[src/rtl/snurisc_pkg.sv]
// snurisc_pkg: shared loader state encoding, target codes and byte-lane count
package snurisc_pkg;
   typedef enum logic [2:0] {ST_IDLE, ST_TGT, ST_BASE, ST_CNT, ST_DATA, ST_DONE, ST_ERR} state_t;
   localparam logic [7:0] TGT_IMEM = 8'h00;
   localparam logic [7:0] TGT_DMEM = 8'h01;
   localparam logic [7:0] TGT_END = 8'hFF;
   localparam int LANES = 4;
endpackage

[src/rtl/snurisc_mem_loader_if.sv]
// snurisc_mem_loader_if: host byte stream, memory write bus and loader status
// slave = loader side, master = host/memory side
interface snurisc_mem_loader_if #(parameter int ADDR_W = 14);
   logic i_start;
   logic i_byte_valid;
   logic [7:0] i_byte;
   logic o_byte_ready;
   logic o_mem_we;
   logic o_mem_sel;
   logic [ADDR_W-1:0] o_mem_addr;
   logic [31:0] o_mem_wdata;
   logic o_core_run;
   logic o_busy;
   logic o_err;
   modport slave (input i_start, i_byte_valid, i_byte,
                  output o_byte_ready, o_mem_we, o_mem_sel, o_mem_addr, o_mem_wdata, o_core_run, o_busy, o_err);
   modport master (output i_start, i_byte_valid, i_byte,
                   input o_byte_ready, o_mem_we, o_mem_sel, o_mem_addr, o_mem_wdata, o_core_run, o_busy, o_err);
endinterface

[src/rtl/snurisc_byte_packer.sv]
// snurisc_byte_packer: little-endian byte-to-word assembler with registered word-ready pulse
// i_clr drops a partial word; o_last flags that the next accepted byte completes a word
module snurisc_byte_packer
   import snurisc_pkg::*;
(
   input  logic i_clk,
   input  logic i_reset,
   input  logic i_clr,
   input  logic i_valid,
   input  logic [7:0] i_byte,
   output logic o_last,
   output logic o_ready,
   output logic [8*LANES-1:0] o_word
);
   logic [$clog2(LANES)-1:0] lane;
   logic [8*(LANES-1)-1:0] acc;
   assign o_last = lane == ($clog2(LANES))'(LANES-1);
   always_ff @(posedge i_clk or negedge i_reset) begin
      if (!i_reset) begin
         lane <= '0;
         acc <= '0;
         o_ready <= 1'b0;
         o_word <= '0;
      end else begin
         o_ready <= i_valid & o_last & ~i_clr;
         if (i_clr) lane <= '0;
         else if (i_valid) begin
            lane <= o_last ? '0 : lane + 1'b1;
            acc <= {i_byte, acc[8*(LANES-1)-1:8]};
            if (o_last) o_word <= {i_byte, acc};
         end
      end
   end
endmodule

[src/rtl/snurisc_mem_loader.sv]
// snurisc_mem_loader: streams sectioned host bytes into instruction/data memory, then releases the core
// i_clk/i_reset (async, active low); bus carries start, byte handshake, memory write bus and status
module snurisc_mem_loader #(
   parameter int ADDR_W = 14,
   parameter int TIMEOUT = 1024
) (
   input logic i_clk,
   input logic i_reset,
   snurisc_mem_loader_if.slave bus
);
   import snurisc_pkg::*;
   localparam int IW = $clog2(TIMEOUT + 1);
   state_t state, state_nx;
   logic busy, xfer, start_ld, hi, sel, last;
   logic [15:0] base, cnt, cnt_nx, idx;
   logic [16:0] span;
   logic [IW-1:0] idle;
   logic [ADDR_W-1:0] addr_q;
   assign busy = state inside {ST_TGT, ST_BASE, ST_CNT, ST_DATA};
   assign xfer = bus.i_byte_valid & busy;
   assign start_ld = bus.i_start & (state inside {ST_IDLE, ST_DONE, ST_ERR});
   assign cnt_nx = {bus.i_byte, cnt[7:0]};
   // one extra bit so a section ending exactly at the top of memory is legal
   assign span = {1'b0, base} + {1'b0, cnt_nx};
   assign bus.o_byte_ready = busy;
   assign bus.o_busy = busy;
   assign bus.o_core_run = state == ST_DONE;
   assign bus.o_err = state == ST_ERR;
   assign bus.o_mem_sel = sel;
   assign bus.o_mem_addr = addr_q;
   always_comb begin
      state_nx = state;
      if (start_ld) state_nx = ST_TGT;
      else if (busy && !xfer && idle == IW'(TIMEOUT - 1)) state_nx = ST_ERR;
      else if (xfer) begin
         case (state)
            ST_TGT:  state_nx = (bus.i_byte == TGT_IMEM || bus.i_byte == TGT_DMEM) ? ST_BASE :
                                bus.i_byte == TGT_END ? ST_DONE : ST_ERR;
            ST_BASE: state_nx = hi ? ST_CNT : ST_BASE;
            ST_CNT:  state_nx = !hi ? ST_CNT : span > (17'd1 << ADDR_W) ? ST_ERR :
                                cnt_nx == 16'd0 ? ST_TGT : ST_DATA;
            ST_DATA: state_nx = (last && idx == cnt - 16'd1) ? ST_TGT : ST_DATA;
            default: state_nx = state;
         endcase
      end
   end
   always_ff @(posedge i_clk or negedge i_reset) begin
      if (!i_reset) begin
         state <= ST_IDLE;
         hi <= 1'b0;
         sel <= 1'b0;
         base <= '0;
         cnt <= '0;
         idx <= '0;
         idle <= '0;
         addr_q <= '0;
      end else begin
         state <= state_nx;
         idle <= (!busy || xfer) ? '0 : idle + 1'b1;
         if (xfer) begin
            hi <= (state == ST_BASE || state == ST_CNT) ? ~hi : 1'b0;
            if (state == ST_TGT) sel <= bus.i_byte == TGT_DMEM;
            if (state == ST_BASE) base <= hi ? {bus.i_byte, base[7:0]} : {8'h00, bus.i_byte};
            if (state == ST_CNT) begin
               cnt <= hi ? cnt_nx : {8'h00, bus.i_byte};
               idx <= '0;
            end
            // address is latched with the final byte so it lines up with the write pulse
            if (state == ST_DATA && last) begin
               addr_q <= base[ADDR_W-1:0] + idx[ADDR_W-1:0];
               idx <= idx + 16'd1;
            end
         end
      end
   end
   snurisc_byte_packer u_packer (
      .i_clk(i_clk),
      .i_reset(i_reset),
      .i_clr(start_ld),
      .i_valid(xfer && state == ST_DATA),
      .i_byte(bus.i_byte),
      .o_last(last),
      .o_ready(bus.o_mem_we),
      .o_word(bus.o_mem_wdata)
   );
endmodule

[src/flat_wrapper.sv]
// flat-port wrapper written by rule: the top's interface ports become plain ports
module snurisc_mem_loader_flat import snurisc_pkg::*;
#(
   parameter int ADDR_W = 14,
   parameter int TIMEOUT = 1024
)
  (i_clk, i_reset, bus_i_start, bus_i_byte_valid, bus_i_byte, bus_o_byte_ready, bus_o_mem_we, bus_o_mem_sel, bus_o_mem_addr, bus_o_mem_wdata, bus_o_core_run, bus_o_busy, bus_o_err);
  snurisc_mem_loader_if #(.ADDR_W(ADDR_W)) bus_i ();
  input logic i_clk;
  input logic i_reset;
  input wire logic [$bits(bus_i.i_start)-1:0] bus_i_start;
  input wire logic [$bits(bus_i.i_byte_valid)-1:0] bus_i_byte_valid;
  input wire logic [$bits(bus_i.i_byte)-1:0] bus_i_byte;
  output wire logic [$bits(bus_i.o_byte_ready)-1:0] bus_o_byte_ready;
  output wire logic [$bits(bus_i.o_mem_we)-1:0] bus_o_mem_we;
  output wire logic [$bits(bus_i.o_mem_sel)-1:0] bus_o_mem_sel;
  output wire logic [$bits(bus_i.o_mem_addr)-1:0] bus_o_mem_addr;
  output wire logic [$bits(bus_i.o_mem_wdata)-1:0] bus_o_mem_wdata;
  output wire logic [$bits(bus_i.o_core_run)-1:0] bus_o_core_run;
  output wire logic [$bits(bus_i.o_busy)-1:0] bus_o_busy;
  output wire logic [$bits(bus_i.o_err)-1:0] bus_o_err;
  assign bus_i.i_start = bus_i_start;
  assign bus_i.i_byte_valid = bus_i_byte_valid;
  assign bus_i.i_byte = bus_i_byte;
  assign bus_o_byte_ready = bus_i.o_byte_ready;
  assign bus_o_mem_we = bus_i.o_mem_we;
  assign bus_o_mem_sel = bus_i.o_mem_sel;
  assign bus_o_mem_addr = bus_i.o_mem_addr;
  assign bus_o_mem_wdata = bus_i.o_mem_wdata;
  assign bus_o_core_run = bus_i.o_core_run;
  assign bus_o_busy = bus_i.o_busy;
  assign bus_o_err = bus_i.o_err;
  snurisc_mem_loader #(.ADDR_W(ADDR_W), .TIMEOUT(TIMEOUT)) u_core (.i_clk(i_clk), .i_reset(i_reset), .bus(bus_i));
endmodule
[config.mk]
export PLATFORM = sky130hd
export DESIGN_NAME = snurisc_mem_loader_flat
export DESIGN_NICKNAME = d
export VERILOG_FILES = /design/src/rtl/snurisc_pkg.sv /design/src/rtl/snurisc_mem_loader_if.sv /design/src/rtl/snurisc_byte_packer.sv /design/src/rtl/snurisc_mem_loader.sv /design/src/flat_wrapper.sv
export SDC_FILE = /design/constraint.sdc
export NUM_CORES = 1
export LEC_CHECK = 0
export ABC_AREA = 1
export CELL_PAD_IN_SITES_DETAIL_PLACEMENT = 1
export CELL_PAD_IN_SITES_GLOBAL_PLACEMENT = 1
export CORE_AREA = 4 4 157 159
export DETAILED_ROUTE_END_ITERATION = 10
export DIE_AREA = 0 0 161 163
export GPL_ROUTABILITY_DRIVEN = 0
export PLACE_DENSITY_LB_ADDON = 0.1
export SYNTH_ARGS = -nofsm -noshare
export SYNTH_HDL_FRONTEND = slang
export SYNTH_HIERARCHICAL = 1
export SYNTH_SLANG_ARGS = --single-unit
[constraint.sdc]
create_clock -name i_clk -period 3.2 [get_ports i_clk]
set_input_delay 0.32 -clock i_clk [delete_from_list [all_inputs] [get_ports i_clk]]
set_output_delay 0.32 -clock i_clk [all_outputs]
set_load 0.02 [all_outputs]
==> out/qor.json, run 1 <==
{
  "final_cell_mix": {"value": "sky130_fd_sc_hd__nand2_1, sky130_fd_sc_hd__dfrtp_1, sky130_fd_sc_hd__inv_1"},
  "dp.final_hpwl": {"value": 17300, "unit": "microns"},
  "layout_commonest_cell": {"value": "sky130_fd_sc_hd__nand2_1"},
  "vias_per_cell": {"value": 4.90},
  "timing_hold_violations_final": {"value": 0},
  "remaining_drc_errors": {"value": 0},
  "floorplan.initialDensity": {"value": 34.4, "unit": "%"},
  "cts_made_buffers": {"value": 17},
  "rsz0062_at_grt": {"value": "no"},
  "dp_cells": {"value": 1404},
  "synth.yosys.seq_area_share": {"value": 42.8, "unit": "%"},
  "vias": {"value": 7041},
  "peakVddDrop": {"value": 0.415, "unit": "mV"},
  "overall_power_after_layout": {"value": 7.85, "unit": "mW"},
  "chipWidth": {"value": 161, "unit": "microns"},
  "critical_path_arrival": {"value": 3090, "unit": "ps"},
  "cts.sink_count": {"value": 137},
  "multi_input_area": {"value": 4000, "unit": "sq um"},
  "fmax": {"value": 365, "unit": "MHz"},
  "proportion_of_synthesized_flip_flops_having_asynchronous_set_or_reset": {"value": 100, "unit": "%"},
  "reg2reg_setup_slack": {"value": 460, "unit": "ps"},
  "yosys_register_bits": {"value": 137},
  "maximum_number_of_pins_on_one_net_before_global_route_repair": {"value": 70},
  "cts_buffer_depth": {"value": 2},
  "cts_tree": {"value": "built"},
  "wl_final": {"value": 22700, "unit": "microns"},
  "ys_dominant_reg_cell": {"value": "sky130_fd_sc_hd__dfrtp_1"},
  "synth-warning-count": {"value": 6},
  "floorplan.die.height": {"value": 163, "unit": "microns"},
  "status": {"value": "finished clean"},
  "ports_placed_on_the_boundary": {"value": 64},
  "place_area": {"value": 9000, "unit": "sq um"},
  "power.density": {"value": 820, "unit": "nW/um^2"},
  "area_delta_synth_final": {"value": 19.5, "unit": "%"},
  "final-instance-count-excl-fill": {"value": 1437},
  "firstDrtPassIters": {"value": 4},
  "worstPathMaxFanout": {"value": 5},
  "final.setup.tns": {"value": 0, "unit": "ps"},
  "cts_root_buf": {"value": "sky130_fd_sc_hd__clkbuf_16"},
  "drv_cap": {"value": 0},
  "worstPathRequired": {"value": 3550, "unit": "ps"},
  "clk_transition_reported_paths": {"value": 70, "unit": "ps"},
  "worst_slew_margin_rel": {"value": 54.1, "unit": "%"},
  "count_of_pins_over_their_slew_limit": {"value": 0},
  "sequential_cell_area": {"value": 3430, "unit": "sq um"},
  "synth_fp_nets": {"value": 1085},
  "worst_skew_pair.late_latency": {"value": 420, "unit": "ps"},
  "path_class": {"value": "register to register"},
  "synth_edf_count": {"value": 0},
  "grt_first_pass_wirelength": {"value": 37900, "unit": "microns"},
  "grt_util_all_layers": {"value": 17.9, "unit": "%"},
  "overflow": {"value": 0},
  "avgSynthCellArea": {"value": 7.72, "unit": "sq um"},
  "coreArea": {"value": 23300, "unit": "sq um"},
  "cts_resized": {"value": 0},
  "io_buffer_count": {"value": 63},
  "fp-row-count": {"value": 56},
  "h-tree-depth": {"value": 4},
  "finalSetupViolCount": {"value": 0},
  "fill_cells": {"value": 2872},
  "netlist-cell-type-count": {"value": 40},
  "hold_path_class": {"value": "primary input to async pin"},
  "timing_worst_slew_pin_value": {"value": 688, "unit": "ps"},
  "antennaDiodeCount": {"value": 0},
  "finClkSkew": {"value": 17.2, "unit": "ps"},
  "die_area": {"value": 26200, "unit": "sq um"},
  "grt_pass1_vias": {"value": 7204},
  "final_area": {"value": 9570, "unit": "sq um"},
  "wl_per_cell": {"value": 15.8, "unit": "microns"},
  "cellLeakagePower": {"value": 4.76, "unit": "nW"},
  "post-route-period-util": {"value": 85.6, "unit": "%"},
  "final_antenna_net_count": {"value": 0},
  "critical_path_source_type": {"value": "register"},
  "fin_crit": {"value": 2740, "unit": "ps"},
  "fraction_of_final_layout_cells_with_drive_strength_greater_than_1": {"value": 8.05, "unit": "%"},
  "synth_area": {"value": 8010, "unit": "sq um"},
  "finish.net_count": {"value": 1153},
  "synth_cells": {"value": 1037},
  "grt_antenna_before_repair": {"value": 0},
  "end_kind": {"value": "register"},
  "drt_iter0_markers": {"value": 304}
}
[path summary, 6_finish.rpt]
check                                                 end                      start  depth (start not counted)
min in group i_clk              u_core/u_packer/o_word[7]  u_core/u_packer/o_word[7]                          2
max in group asynchronous                  u_core/base[1]                    i_reset                          3
worst min register to register  u_core/u_packer/o_word[7]  u_core/u_packer/o_word[7]                          2
worst max register to register            u_core/state[0]              u_core/cnt[0]                         16
worst max-delay path                      u_core/state[0]              u_core/cnt[0]                         16
worst min-delay path             u_core/bus.o_mem_addr[2]                    i_reset                          2
[power by group]
group	switching, mW	internal [mW]
clock	0.868	1.03
combinational	2.01	1.22
sequential	0.573	2.15
[registers in the layout, indices dropped and copies added, names as in the netlist]
signal and flops:
u_core/idle 11, u_core/u_packer/o_ready 1, u_core/u_packer/o_word 32, u_core/u_packer/acc 24, u_core/bus.o_mem_addr 14, u_core/cnt 16, u_core/hi 1, u_core/idx 16
u_core/state 3, u_core/base 16, u_core/bus.o_mem_sel 1, u_core/u_packer/lane 2
[logic make-up (layout without fill, tap and decap cells)]
family	Yosys count	after routing	share of synthesized area, %
buf+inv	134	215	7.28
compound gates	112	112	7.31
xor+xnor	34	34	3.72
simple gates	584	584	33.1
flops	137	137	42.8
fa+ha+maj	36	36	5.81
[critical path, stage by stage, from the launching register on]
cell and delay [ps]:
sky130_fd_sc_hd__dfrtp_1 400, sky130_fd_sc_hd__ha_1 320, sky130_fd_sc_hd__fa_1 460, sky130_fd_sc_hd__or2_2 300
sky130_fd_sc_hd__nor2_1 110, sky130_fd_sc_hd__nand3_1 90, sky130_fd_sc_hd__nor2_1 110, sky130_fd_sc_hd__nand3_1 80
sky130_fd_sc_hd__nor2_1 130, sky130_fd_sc_hd__nand4_1 100, sky130_fd_sc_hd__nand2_1 90, sky130_fd_sc_hd__nand3_1 100
sky130_fd_sc_hd__nand2_1 90, sky130_fd_sc_hd__nand2_1 50, sky130_fd_sc_hd__nand2_1 60, sky130_fd_sc_hd__nand2_1 50
sky130_fd_sc_hd__a21oi_1 130
[cells in the mapped netlist (2+ instances only)]
cell type | count | area (sq um)
sky130_fd_sc_hd__nand3_2 | 13 | 130
sky130_fd_sc_hd__xnor2_1 | 13 | 114
sky130_fd_sc_hd__o31ai_1 | 2 | 15.0
sky130_fd_sc_hd__nor2_4 | 3 | 33.8
sky130_fd_sc_hd__or2_2 | 7 | 43.8
sky130_fd_sc_hd__nand2_1 | 317 | 1190
sky130_fd_sc_hd__inv_1 | 99 | 372
sky130_fd_sc_hd__nand4_1 | 43 | 269
sky130_fd_sc_hd__nand3_1 | 73 | 365
sky130_fd_sc_hd__nand2_2 | 4 | 25.0
sky130_fd_sc_hd__nor3b_1 | 2 | 15.0
sky130_fd_sc_hd__buf_4 | 4 | 30.0
sky130_fd_sc_hd__o21ai_0 | 50 | 250
sky130_fd_sc_hd__dfrtp_1 | 137 | 3430
sky130_fd_sc_hd__a21oi_1 | 54 | 270
sky130_fd_sc_hd__xor2_1 | 21 | 184
sky130_fd_sc_hd__nand2_4 | 4 | 45.0
sky130_fd_sc_hd__nand3b_1 | 5 | 37.5
sky130_fd_sc_hd__nor2_2 | 4 | 25.0
sky130_fd_sc_hd__fa_1 | 2 | 40.0
sky130_fd_sc_hd__clkbuf_1 | 8 | 30.0
sky130_fd_sc_hd__nor3_1 | 21 | 105
sky130_fd_sc_hd__nor2_1 | 81 | 304
sky130_fd_sc_hd__buf_6 | 6 | 67.6
sky130_fd_sc_hd__ha_1 | 34 | 425
sky130_fd_sc_hd__buf_2 | 14 | 70.1
sky130_fd_sc_hd__nor4_1 | 3 | 18.8
[routing by layer]
metal	global-route usage (%)	vias up	part of all wire, %
li1	-	3540	-
met3	3.04	9	2.2
met2	29.0	71	46
met1	25.2	3421	51
met4	4.11	0	0.76
met5	0	-	0
[area by class of cell]
type | count | area share [%]
inverter | 102 | 4.03
multi-input combinational | 766 | 41.8
clock inverter | 14 | 1.37
tap | 319 | 4.17
clock buffer | 18 | 4.48
sequential | 137 | 35.8
timing repair buffer | 81 | 8.30
[stage by stage]
| step | hold slack [ps] | setup slack (ps) | util (%) |
|---|---|---|---|
| after CTS | 475 | 433 | 41.1 |
| after global placement | 384 | 480 | 38.7 |
| after floorplan | 24.4 | 890 | - |
| after global routing | 502 | 42.5 | 41.1 |
| after detailed placement | 389 | 432 | 38.7 |
| final | 460 | 460 | 41.1 |
[repair_timing]
item / CTS / global route
hold buffers: 1 / 0
buffers inserted: 0 / 0
endpoints found under the hold margin: 66 / 0
(Power assumes the default switching activity.)
==> run 2, diff against run 1 <==
--- a/config.mk
+++ b/config.mk
@@ -8,12 +8,12 @@
 export ABC_AREA = 1
 export CELL_PAD_IN_SITES_DETAIL_PLACEMENT = 1
 export CELL_PAD_IN_SITES_GLOBAL_PLACEMENT = 1
-export CORE_AREA = 4 4 157 159
+export CORE_AREA = 4 4 154 156
 export DETAILED_ROUTE_END_ITERATION = 10
-export DIE_AREA = 0 0 161 163
+export DIE_AREA = 0 0 158 160
 export GPL_ROUTABILITY_DRIVEN = 0
+export MAX_ROUTING_LAYER = met4
 export PLACE_DENSITY_LB_ADDON = 0.1
 export SYNTH_ARGS = -nofsm -noshare
 export SYNTH_HDL_FRONTEND = slang
-export SYNTH_HIERARCHICAL = 1
 export SYNTH_SLANG_ARGS = --single-unit
==> constraint.sdc (replaced) <==
create_clock -name i_clk -period 2.8 [get_ports i_clk]
set_input_delay 0.28 -clock i_clk [delete_from_list [all_inputs] [get_ports i_clk]]
set_output_delay 0.28 -clock i_clk [all_outputs]
set_load 0.02 [all_outputs]
==> out/qor.json, run 2 <==
{
  "grt_pass1_vias": {"value": 6730},
  "area_delta_synth_final": {"value": 22.1, "unit": "%"},
  "grt_util_all_layers": {"value": 18.5, "unit": "%"},
  "synth_cells": {"value": 975},
  "h-tree-depth": {"value": 4},
  "floorplan.die.height": {"value": 160, "unit": "microns"},
  "final_cell_mix": {"value": "sky130_fd_sc_hd__nand2_1, sky130_fd_sc_hd__dfrtp_1, sky130_fd_sc_hd__o21ai_0"},
  "layout_commonest_cell": {"value": "sky130_fd_sc_hd__nand2_1"},
  "ports_placed_on_the_boundary": {"value": 64},
  "synth_area": {"value": 7670, "unit": "sq um"},
  "maximum_number_of_pins_on_one_net_before_global_route_repair": {"value": 76},
  "status": {"value": "finished clean"},
  "wl_per_cell": {"value": 15.7, "unit": "microns"},
  "synth_largest_area_cell": {"value": "sky130_fd_sc_hd__dfrtp_1"},
  "timing_worst_slew_pin_value": {"value": 652, "unit": "ps"},
  "worstPathMaxFanout": {"value": 3},
  "worst_slew_margin_rel": {"value": 56.5, "unit": "%"},
  "layout_top_registers": {"value": "u_core.u_packer.o_word (32), u_core.u_packer.acc (24)"},
  "vias_per_cell": {"value": 4.76},
  "fin_crit": {"value": 2540, "unit": "ps"},
  "finish.net_count": {"value": 1107},
  "grt_antenna_before_repair": {"value": 0},
  "io_buffer_count": {"value": 63},
  "synth_edf_count": {"value": 0},
  "cellLeakagePower": {"value": 4.63, "unit": "nW"},
  "synth_top_area_share": {"value": 44.7, "unit": "%"},
  "critical_path_arrival": {"value": 2900, "unit": "ps"},
  "yosys_register_bits": {"value": 137},
  "top_register": {"value": "u_core.u_packer.o_word"},
  "hold_path_class": {"value": "primary input to async pin"},
  "vias": {"value": 6453},
  "wl_final": {"value": 21300, "unit": "microns"},
  "largest_register_ff_count": {"value": 32},
  "peakVddDrop": {"value": 0.478, "unit": "mV"},
  "synth_top_cells_by_area": {"value": "sky130_fd_sc_hd__dfrtp_1, sky130_fd_sc_hd__nand2_1, sky130_fd_sc_hd__o21ai_0"},
  "post-route-period-util": {"value": 90.6, "unit": "%"},
  "overflow": {"value": 0},
  "coreArea": {"value": 22400, "unit": "sq um"},
  "final_antenna_net_count": {"value": 0},
  "grt_first_pass_wirelength": {"value": 36000, "unit": "microns"},
  "fraction_of_final_layout_cells_with_drive_strength_greater_than_1": {"value": 9.98, "unit": "%"},
  "firstDrtPassIters": {"value": 4},
  "drt_iter0_markers": {"value": 329},
  "post_cts_buffers": {"value": 0},
  "worst_skew_pair.late_latency": {"value": 430, "unit": "ps"},
  "finClkSkew": {"value": 8.59, "unit": "ps"},
  "drv_cap": {"value": 0},
  "antennaDiodeCount": {"value": 0},
  "rsz0062_at_grt": {"value": "no"},
  "dp.final_hpwl": {"value": 16300, "unit": "microns"},
  "worstPathRequired": {"value": 3160, "unit": "ps"},
  "chipWidth": {"value": 158, "unit": "microns"},
  "die_area": {"value": 25300, "unit": "sq um"},
  "count_of_pins_over_their_slew_limit": {"value": 0},
  "synth_fp_nets": {"value": 1023},
  "proportion_of_synthesized_flip_flops_having_asynchronous_set_or_reset": {"value": 100, "unit": "%"},
  "cts_buffer_depth": {"value": 2},
  "cts_root_buf": {"value": "sky130_fd_sc_hd__clkbuf_16"},
  "cts_made_buffers": {"value": 17},
  "timing_hold_violations_final": {"value": 0},
  "end_kind": {"value": "register"},
  "floorplan.initialDensity": {"value": 34.3, "unit": "%"},
  "final.setup.tns": {"value": 0, "unit": "ps"},
  "remaining_drc_errors": {"value": 0},
  "cts.sink_count": {"value": 137},
  "ys_top_cells_by_count": {"value": "sky130_fd_sc_hd__nand2_1, sky130_fd_sc_hd__dfrtp_1, sky130_fd_sc_hd__o21ai_0, sky130_fd_sc_hd__inv_1, sky130_fd_sc_hd__nor2_1"},
  "avgSynthCellArea": {"value": 7.87, "unit": "sq um"},
  "fmax": {"value": 394, "unit": "MHz"},
  "ff2ff_path_depth": {"value": 16},
  "clk_transition_reported_paths": {"value": 70, "unit": "ps"},
  "synth.yosys.seq_area_share": {"value": 44.7, "unit": "%"},
  "netlist-cell-type-count": {"value": 56},
  "fp-row-count": {"value": 55},
  "overall_power_after_layout": {"value": 9.25, "unit": "mW"},
  "power.density": {"value": 987, "unit": "nW/um^2"},
  "critical_path_source_type": {"value": "register"},
  "library_cell_with_the_highest_instance_count_after_synthesis": {"value": "sky130_fd_sc_hd__nand2_1"},
  "finalSetupViolCount": {"value": 0},
  "ys_dominant_reg_cell": {"value": "sky130_fd_sc_hd__dfrtp_1"},
  "synth-warning-count": {"value": 0},
  "path_class": {"value": "register to register"},
  "cts_tree": {"value": "built"}
}
## run 2: path summary, 6_finish.rpt
check / from / endpoint / slack (ps)
worst max-delay path: u_core.base[0] / u_core.state[0] / 260
worst min-delay path: i_reset / u_core.u_packer.o_word[22] / 420
worst max register to register: u_core.base[0] / u_core.state[0] / 260
worst min register to register: u_core.idle[0] / u_core.idle[0] / 470
max in group asynchronous: i_reset / u_core.idx[9] / 1620
min in group i_clk: u_core.idle[0] / u_core.idle[0] / 470
## run 2: area by class of cell
class                   instances  area (sq um)
inverters                     112           420
clock inverters                14           145
repair buffers                 89           855
fillers                      2707         13000
clock buffers                  18           429
flip-flops and latches        137          3430
well taps                     285           357
multi-input cells             702          3740
## run 2: logic make-up after synthesis
| family | Yosys count | share of synthesized area (%) |
|---|---|---|
| XOR/XNOR | 34 | 3.88 |
| AO/OA/AOI/OAI | 163 | 11.6 |
| AND/OR/NAND/NOR | 467 | 26.7 |
| multiplexers | 2 | 0.293 |
| flip-flops | 137 | 44.7 |
| buffers and inverters | 136 | 6.77 |
| adder cells (fa/ha/maj) | 36 | 6.07 |
## run 2: routing by layer
| layer | up-vias | global-route usage, % | share of wire [%] |
|---|---|---|---|
| met2 | 75 | 27.3 | 44 |
| met1 | 3047 | 26.6 | 52 |
| met3 | 14 | 2.93 | 2.0 |
| li1 | 3317 | - | - |
| met5 | - | - | 0 |
| met4 | 0 | 4.54 | 1.3 |
## run 2: metrics by stage
step	setup WS [ps]	util [%]	instances	area [sq um]	hold WS, ps
2_1_floorplan	476	-	975	7670	-15.6
3_3_place_gp	194	39.2	1324	8780	342
3_5_place_dp	141	39.2	1324	8780	341
4_1_cts	196	41.9	1357	9360	432
5_1_grt	15.2	41.9	1357	9370	472
6_report	263	41.9	1357	9370	416
## run 2: worst max-delay path, cell delays in order (launching register included)
cell and delay, ps:
sky130_fd_sc_hd__dfrtp_1 410, sky130_fd_sc_hd__ha_1 230, sky130_fd_sc_hd__fa_1 420, sky130_fd_sc_hd__or2_2 300, sky130_fd_sc_hd__nor2_1 100, sky130_fd_sc_hd__nand3_1 90, sky130_fd_sc_hd__nor2_2 90, sky130_fd_sc_hd__nand3_1 100
sky130_fd_sc_hd__nor2_2 130, sky130_fd_sc_hd__nand3_1 90, sky130_fd_sc_hd__nand2_1 90, sky130_fd_sc_hd__nand3_1 70, sky130_fd_sc_hd__nand2_1 80, sky130_fd_sc_hd__nand2_1 60, sky130_fd_sc_hd__nand2_1 50, sky130_fd_sc_hd__nand2_1 50
sky130_fd_sc_hd__a21oi_2 120
## run 2: what timing repair did
action,CTS,global route
resized for setup,0,4
setup endpoints to repair,0,2
hold buffers,1,0
hold endpoints to repair,68,0
## run 2: power by group
part / leakage, nW / total (mW) / internal [mW] / switching [mW]
Combinational: 2.57 / 3.94 / 1.52 / 2.41
Clock: 0.285 / 2.21 / 1.19 / 1.02
Sequential: 1.77 / 3.10 / 2.51 / 0.599
==> run 3, diff against run 2 <==
--- a/config.mk
+++ b/config.mk
@@ -11,7 +11,6 @@
 export CORE_AREA = 4 4 154 156
 export DETAILED_ROUTE_END_ITERATION = 10
 export DIE_AREA = 0 0 158 160
-export GPL_ROUTABILITY_DRIVEN = 0
 export MAX_ROUTING_LAYER = met4
 export PLACE_DENSITY_LB_ADDON = 0.1
 export SYNTH_ARGS = -nofsm -noshare
==> results of run 3 <==
No change in the layout: final DEF, timing and power equal those of run 2.
